File: src/rtl/instr_mem_reader_if.sv
// Bundle between the instruction-memory reader and its neighbours: the packed
// memory and start request come in, and the one-instruction-per-handshake
// stream to the fetch stage goes out.
interface instr_mem_reader_if #(
    parameter int unsigned INSTR_W = 8,
    parameter int unsigned DEPTH   = 8
);
    localparam int unsigned PC_W = (DEPTH > 1) ? $clog2(DEPTH) : 1;

    logic [INSTR_W*DEPTH-1:0] instrMemBits;
    logic                     start;
    logic                     out_ready;
    logic                     out_valid;
    logic [INSTR_W-1:0]       out_instr;
    logic [PC_W-1:0]          out_pc;
    logic                     busy;
    logic                     done;

    // Driver side: the input-mode block and the fetch stage.
    modport master (
        output instrMemBits, start, out_ready,
        input  out_valid, out_instr, out_pc, busy, done
    );

    // The reader itself.
    modport slave (
        input  instrMemBits, start, out_ready,
        output out_valid, out_instr, out_pc, busy, done
    );
endinterface

File: src/rtl/instr_mem_reader.sv
// Instruction memory reader: on start, snapshots the packed instruction memory
// and streams it slot 0 first, one instruction per valid/ready handshake, to the
// IF stage. All outputs come straight from flops.
// Optional feature: define INSTR_HALT_DETECT_EN to stop the stream at the first
// slot equal to HALT_CODE (that slot is never presented).
module instr_mem_reader #(
    parameter int unsigned        INSTR_W   = 8,
    parameter int unsigned        DEPTH     = 8,
    parameter logic [INSTR_W-1:0] HALT_CODE = 8'hFF
) (
    input logic              clk,
    input logic              rst_n,
    instr_mem_reader_if.slave bus
);
    localparam int unsigned PC_W = (DEPTH > 1) ? $clog2(DEPTH) : 1;

`ifdef INSTR_HALT_DETECT_EN
    localparam bit HaltEn = 1'b1;
`else
    localparam bit HaltEn = 1'b0;
`endif

    typedef enum logic [1:0] {
        StIdle,
        StLoad,
        StSend,
        StDone
    } state_e;

    state_e                   state_q, state_d;
    logic [INSTR_W*DEPTH-1:0] snapshot_q, snapshot_d;
    logic [PC_W-1:0]          pc_q, pc_d;
    logic                     out_valid_q, out_valid_d;
    logic [INSTR_W-1:0]       out_instr_q, out_instr_d;
    logic                     busy_q, busy_d;
    logic                     done_q, done_d;

    logic [INSTR_W-1:0]       slots [DEPTH];
    logic [PC_W-1:0]          nxt_pc;
    logic [PC_W-1:0]          nxt_idx;
    logic [INSTR_W-1:0]       nxt_slot;
    logic                     halt_next;
    logic                     last_slot;
    logic                     xfer;

    // Unpack the snapshot and pick the slot that would be presented next.
    always_comb begin
        for (int k = 0; k < int'(DEPTH); k++) begin
            slots[k] = snapshot_q[k*INSTR_W +: INSTR_W];
        end
        nxt_pc    = pc_q + PC_W'(1);
        // LOAD presents slot 0; SEND presents the slot after the current one.
        nxt_idx   = (state_q == StLoad) ? '0 : nxt_pc;
        nxt_slot  = slots[nxt_idx];
        halt_next = HaltEn && (nxt_slot == HALT_CODE);
        last_slot = (pc_q == PC_W'(DEPTH - 1));
        xfer      = out_valid_q && bus.out_ready;
    end

    // Next-state and next-output logic.
    always_comb begin
        state_d     = state_q;
        snapshot_d  = snapshot_q;
        pc_d        = pc_q;
        out_instr_d = out_instr_q;

        unique case (state_q)
            StIdle: begin
                if (bus.start) begin
                    snapshot_d = bus.instrMemBits;
                    pc_d       = '0;
                    state_d    = StLoad;
                end
            end
            StLoad: begin
                if (halt_next) begin
                    state_d = StDone;
                end else begin
                    out_instr_d = nxt_slot;
                    state_d     = StSend;
                end
            end
            StSend: begin
                if (xfer) begin
                    // pc never wraps: the last slot (or a halt) ends the stream.
                    if (last_slot || halt_next) begin
                        state_d = StDone;
                    end else begin
                        pc_d        = nxt_pc;
                        out_instr_d = nxt_slot;
                    end
                end
            end
            StDone: begin
                state_d = StIdle;
            end
            default: begin
                state_d = StIdle;
            end
        endcase

        // Outputs are registered copies of the decoded next state.
        out_valid_d = (state_d == StSend);
        busy_d      = (state_d == StLoad) || (state_d == StSend);
        done_d      = (state_d == StDone);
    end

    // State and output registers; reset aborts any stream immediately.
    always_ff @(posedge clk or negedge rst_n) begin
        if (!rst_n) begin
            state_q     <= StIdle;
            snapshot_q  <= '0;
            pc_q        <= '0;
            out_valid_q <= 1'b0;
            out_instr_q <= '0;
            busy_q      <= 1'b0;
            done_q      <= 1'b0;
        end else begin
            state_q     <= state_d;
            snapshot_q  <= snapshot_d;
            pc_q        <= pc_d;
            out_valid_q <= out_valid_d;
            out_instr_q <= out_instr_d;
            busy_q      <= busy_d;
            done_q      <= done_d;
        end
    end

    assign bus.out_valid = out_valid_q;
    assign bus.out_instr = out_instr_q;
    assign bus.out_pc    = pc_q;
    assign bus.busy      = busy_q;
    assign bus.done      = done_q;
endmodule

File: src/flat_wrapper.sv
// flat-port wrapper written by rule: the top's interface ports become plain ports
module instr_mem_reader_flat 
#(
    parameter int unsigned        INSTR_W   = 8,
    parameter int unsigned        DEPTH     = 8,
    parameter logic [INSTR_W-1:0] HALT_CODE = 8'hFF
)
  (clk, rst_n, bus_instrMemBits, bus_start, bus_out_ready, bus_out_valid, bus_out_instr, bus_out_pc, bus_busy, bus_done);
  instr_mem_reader_if #(.INSTR_W(INSTR_W), .DEPTH(DEPTH)) bus_i ();
  input logic clk;
  input logic rst_n;
  input wire logic [$bits(bus_i.instrMemBits)-1:0] bus_instrMemBits;
  input wire logic [$bits(bus_i.start)-1:0] bus_start;
  input wire logic [$bits(bus_i.out_ready)-1:0] bus_out_ready;
  output wire logic [$bits(bus_i.out_valid)-1:0] bus_out_valid;
  output wire logic [$bits(bus_i.out_instr)-1:0] bus_out_instr;
  output wire logic [$bits(bus_i.out_pc)-1:0] bus_out_pc;
  output wire logic [$bits(bus_i.busy)-1:0] bus_busy;
  output wire logic [$bits(bus_i.done)-1:0] bus_done;
  assign bus_i.instrMemBits = bus_instrMemBits;
  assign bus_i.start = bus_start;
  assign bus_i.out_ready = bus_out_ready;
  assign bus_out_valid = bus_i.out_valid;
  assign bus_out_instr = bus_i.out_instr;
  assign bus_out_pc = bus_i.out_pc;
  assign bus_busy = bus_i.busy;
  assign bus_done = bus_i.done;
  instr_mem_reader #(.INSTR_W(INSTR_W), .DEPTH(DEPTH), .HALT_CODE(HALT_CODE)) u_core (.clk(clk), .rst_n(rst_n), .bus(bus_i));
endmodule
File: config.mk
export PLATFORM = sky130hd
export DESIGN_NAME = instr_mem_reader_flat
export DESIGN_NICKNAME = d
export VERILOG_FILES = /design/src/rtl/instr_mem_reader_if.sv /design/src/rtl/instr_mem_reader.sv /design/src/flat_wrapper.sv
export SDC_FILE = /design/constraint.sdc
export NUM_CORES = 1
export LEC_CHECK = 0
export CORE_MARGIN = 4
export CORE_UTILIZATION = 50
export DETAILED_ROUTE_END_ITERATION = 8
export GPL_TIMING_DRIVEN = 0
export PLACE_DENSITY = 0.77
export SLEW_MARGIN = 20
export SYNTH_ARGS = -nofsm -noshare
export SYNTH_HDL_FRONTEND = slang
export SYNTH_SLANG_ARGS = --single-unit
File: constraint.sdc
create_clock -name clk -period 5.05 [get_ports clk]
set_input_delay 1.01 -clock clk [delete_from_list [all_inputs] [get_ports clk]]
set_output_delay 1.01 -clock clk [all_outputs]
set_load 0.1 [all_outputs]
* Yosys cells after proc, flatten, opt, wreduce, memory -nomap -nowiden
Index checks and enable logic that the tools add are counted.
Word-level totals: register bits after elaboration 80, bits of input ports 68, output and inout bits 14, word-level logic and storage cells 43
Cells by class: add/subtract/negate cells 1, magnitude comparators 1, equal/unequal tests 10, muxes and demuxes 15, bitwise gates (word level) 1, reductions and logical operators 8
Operators with widths (count):
- $mux W8 | 4
- $bmux W8 S3 | 1
- $pmux W8 S2 | 1
- $mux W3 | 4
- $eq A2 B2 Y1 const B | 4
- $pmux W2 S4 | 1
- $mux W2 | 3
- $pmux W3 S2 | 1
- $eq A2 B1 Y1 const B | 2
- $ge A4 B4 Y1 const B | 1
- $ne A2 B2 Y1 const B | 2
- $not A3 Y4 | 1
- $reduce_and A4 Y1 | 1
- $reduce_bool A2 Y1 | 2
- $add A3 B1 Y3 const B | 1
- $eq A3 B3 Y1 const B | 1
- $reduce_and A3 Y1 | 1
- $logic_not A2 Y1 | 1
- $ne A2 B1 Y1 const B | 1
- $reduce_and A2 Y1 | 1
- $logic_and A1 B1 Y1 | 1
- $logic_or A1 B1 Y1 | 1

* Longest topological paths before layout
word-level depth 9, gate-level depth with buffers 8, gate-level depth less buffers 8

* Worst setup path after synthesis
No wires, ideal clock.
kind register to register, start reg u_core.pc_q[0], in the netlist u_core.bus.out_pc[0], end reg u_core.pc_q[0], in the netlist u_core.bus.out_pc[0], setup time 125 ps, arrival 2306 ps, data required time 4925 ps, setup slack 2619 ps, cell stages (with the launch flop) 6, buffers on the path 0, clock period less this slack 2431 ps, cell sequence dfrtp_1 > ha_1 > ha_1 > nand3b_1 > a211oi_2 > mux2_2
On the way: word-level cells in the longest chain between the ends 4, elaborated cells on any way between the ends 7, those cells by class add/sub (1); eq/ne (2); mux (3); reduce/logical (1)
Ends and longest elaborated chain:
- from (decl) | RTL line instr_mem_reader.sv:32 | logic [PC_W-1:0] pc_q, pc_d;
- from (signal assigned) | RTL line instr_mem_reader.sv:121 | pc_q <= pc_d;
- $add A3 B1 Y3 | RTL line instr_mem_reader.sv:51 | nxt_pc = pc_q + PC_W'(1);
- $mux W3 | RTL line instr_mem_reader.sv:86 | if (last_slot || halt_next) begin
- $mux W3 | RTL line instr_mem_reader.sv:84 | if (xfer) begin
- $pmux W3 S2 | RTL line instr_mem_reader.sv:67 | unique case (state_q)
Several ways; a longest one is shown, not always the timed one. The select of a mux whose other input is x is not followed. A chain may end at the register's enable or synchronous reset.

* Final worst setup path
start reg u_core.pc_q[0], in the netlist u_core.bus.out_pc[0], end out bus_out_pc[0]
RTL lines:
- to (decl) | RTL line flat_wrapper.sv:17 | output wire logic [$bits(bus_i.out_pc)-1:0] bus_out_pc;
No word-level cell between the ends.

==> flow_summary.ini <==
[yosys]
yosysWarnings = 0
syn_inst = 246
yosysUniqueCellTypes = 29
synth_seq_cells = 80
synthesis.nets = 320
ys_seq_area_frac = 0.548
avgSynthCellArea_sq_um = 14.9
syn_area_sq_um = 3660

[detailed_routing]
post_drt_wl_per_cell_microns = 18.0
viasPerCell = 5.45
first_pass_iters = 4
routed_wl_microns = 7920
vias = 2400
drt_iter0_markers = 99
route.detailed.drc = 0
drtAntennaViolNets = 0

[clock_network]
clock_sinks = 80
post_cts_buffers = 0
cts_tree = yes
hold_buffers = 0
cts-resized-gates = 0
cts_buffers = 9
insertion_delay_ns = 0.35
h-tree-depth = 3
clkTransAtPathRegs_ns = 0.08
max-clock-path-buffers = 2
clock-root-buffer = clkbuf_8

[grt]
first_global_vias = 2515
grt_max_degree = 51
antenna_found_initial = 0
grt_pass1_wl_microns = 12600
grt_overflow = 0
grt_util_all_layers = 0.191

[setup_path]
startpoint_type = flip-flop
cp.buffers_inverters = 1
arrival_ns = 2.00
critPathMaxFanout = 5
crit_chain = clkdlybuf4s50_1
crit_slowest_cell = clkdlybuf4s50_1
critPathCaptureType = primary output
path_class = reg2out
path_delay_family = buffers and inverters
slowest_delay_ns = 1.18
crit_required_ns = 4.04

[layout]
drive_gt1_frac = 0.311
nFillCells = 518
mostFrequentLayoutCells = clkdlybuf4s50_1, dfrtp_1, mux2_2, clkbuf_8, o21ai_0
final_nets = 413
fin_util = 0.694
synthToLayoutAreaGrowth_pct = 31.8
antenna_cells = 0
final_area_sq_um = 4820

[timing]
period_needed_ns = 3.01
clock.fmax_ghz = 0.333
final.setup_skew_ns = 0.00891
tightest_slew_ns = 1.01
slew_headroom = 0.324
setup_viol_count_final = 0
setup_tns_ns = 0
rsz0062_at_grt = false
slew_violations = 0
min_period_over_period = 0.595
final-hold-violation-count = 0

[floorplan]
dieWidth_microns = 93.5
die_area_sq_um = 8740
start_util = 0.526
pin_count = 82
fp.coreArea_sq_um = 6940
rows = 30
die_h_microns = 93.5

[run]
cap_violations = 0

[min_path]
min_path_type = reg2reg

[pwr]
power.leakage_uw = 0.00202
power_density_nw_per_um2 = 681
max-vdd-ir-drop_v = 0.000277

[placed_design]
placed_cell_area_sq_um = 4610
dp_hpwl_microns = 5870
io_buffers = 81
gp_congestion = 0.796

[run_status]
status = completed
worst paths after layout:
| kind | slack [ns] | from | end | cells after the start |
|---|---|---|---|---|
| max | 2.04 | u_core.bus.out_pc[0] | bus_out_pc[0] | 1 |
| min | 0.50 | u_core.snapshot_q[41] | u_core.snapshot_q[41] | 1 |
| max reg2reg | 2.84 | u_core.bus.out_pc[0] | u_core.bus.out_instr[7] | 7 |
| min reg2reg | 0.50 | u_core.snapshot_q[41] | u_core.snapshot_q[41] | 1 |
| max in group asynchronous | 3.89 | rst_n | u_core.snapshot_q[33] | 2 |
| min in group asynchronous | 0.59 | rst_n | u_core.bus.out_valid | 1 |
cells by family (layout without fill, tap and decap cells):
| family | count (synthesis) | in the layout | share of synthesized area |
|---|---|---|---|
| compound gates | 39 | 39 | 0.0842 |
| fa+ha+maj | 6 | 6 | 0.0205 |
| buf+inv | 18 | 116 | 0.0264 |
| flops | 80 | 80 | 0.548 |
| mux | 81 | 81 | 0.285 |
| simple gates | 22 | 22 | 0.0363 |
power breakdown:
group,total [uW],switching [uW],internal [uW]
clock network,482,228,254
registers,1140,166,971
logic,1660,900,765
total,3280,1290,1990
layer usage:
layer / GRT usage / part of all wire / vias up / wire [microns]
met1: 0.246 / 0.44 / 1216 / 3470
met5: 0 / 0 / - / 0
met4: 0.0965 / 0.022 / 0 / 171
met2: 0.307 / 0.49 / 63 / 3910
li1: - / - / 1106 / -
met3: 0.0402 / 0.048 / 15 / 380
registers in the layout, indices dropped and copies added (netlist names):
name / count
u_core.snapshot_q: 64
u_core.bus.out_pc: 3
u_core.bus.out_valid: 1
u_core.state_q: 2
u_core.bus.out_instr: 8
u_core.bus.busy: 1
u_core.bus.done: 1
worst register-to-register path: cells and delay by family, from the launching register on:
family          cells  cell delay, ns
flops               1            0.46
buf+inv             1            0.21
compound gates      2            0.61
simple gates        2            0.30
fa+ha+maj           2            0.50
stage by stage:
stage                     total power (uW)  cells  worst slack, ns  hold WS (ns)
final                                 3280    440             2.04         0.504
after global routing                  3470    440             1.99         0.515
after CTS                             3300    440             2.02         0.504
after detailed placement              2810    424             2.34         0.486
after global placement                2770    423            0.146         0.480
after floorplan                       2380    246             2.62         0.470
cell usage after synthesis:
library cell,instances,area [sq um]
buf_6,2,22.5
nor2_2,1,6.26
a221oi_1,6,52.6
nor2_1,2,7.51
a221oi_2,1,15.0
a31oi_1,2,12.5
nor2b_1,7,43.8
mux4_1,8,210
inv_1,4,15.0
nand2b_1,8,50.1
mux2_2,69,777
a21boi_2,1,11.3
clkbuf_1,3,11.3
and2_1,1,6.26
mux2_4,3,45.0
ha_1,6,75.1
nand2_1,1,3.75
dfrtp_1,80,2000
o211a_1,7,70.1
a31o_2,2,17.5
buf_2,8,40.0
a21oi_1,1,5.00
o21ai_0,10,50.1
a311oi_1,1,8.76
nand3b_1,2,15.0
a211oi_2,1,12.5
buf_4,1,7.51
o211ai_1,7,52.6
mux2i_1,1,10.0
area by class of cell:
| class | instances | area, sq um | share of cell area |
|---|---|---|---|
| Clock buffer | 11 | 151 | 0.0314 |
| Multi-Input combinational cell | 148 | 1560 | 0.323 |
| Buffer | 14 | 81.3 | 0.0169 |
| Tap cell | 96 | 120 | 0.0249 |
| Sequential cell | 80 | 2000 | 0.415 |
| Clock inverter | 5 | 55.1 | 0.0114 |
| Timing Repair Buffer | 82 | 836 | 0.173 |
| Inverter | 4 | 15.0 | 0.00312 |
No activity file was read; power rests on OpenSTA's default activity.
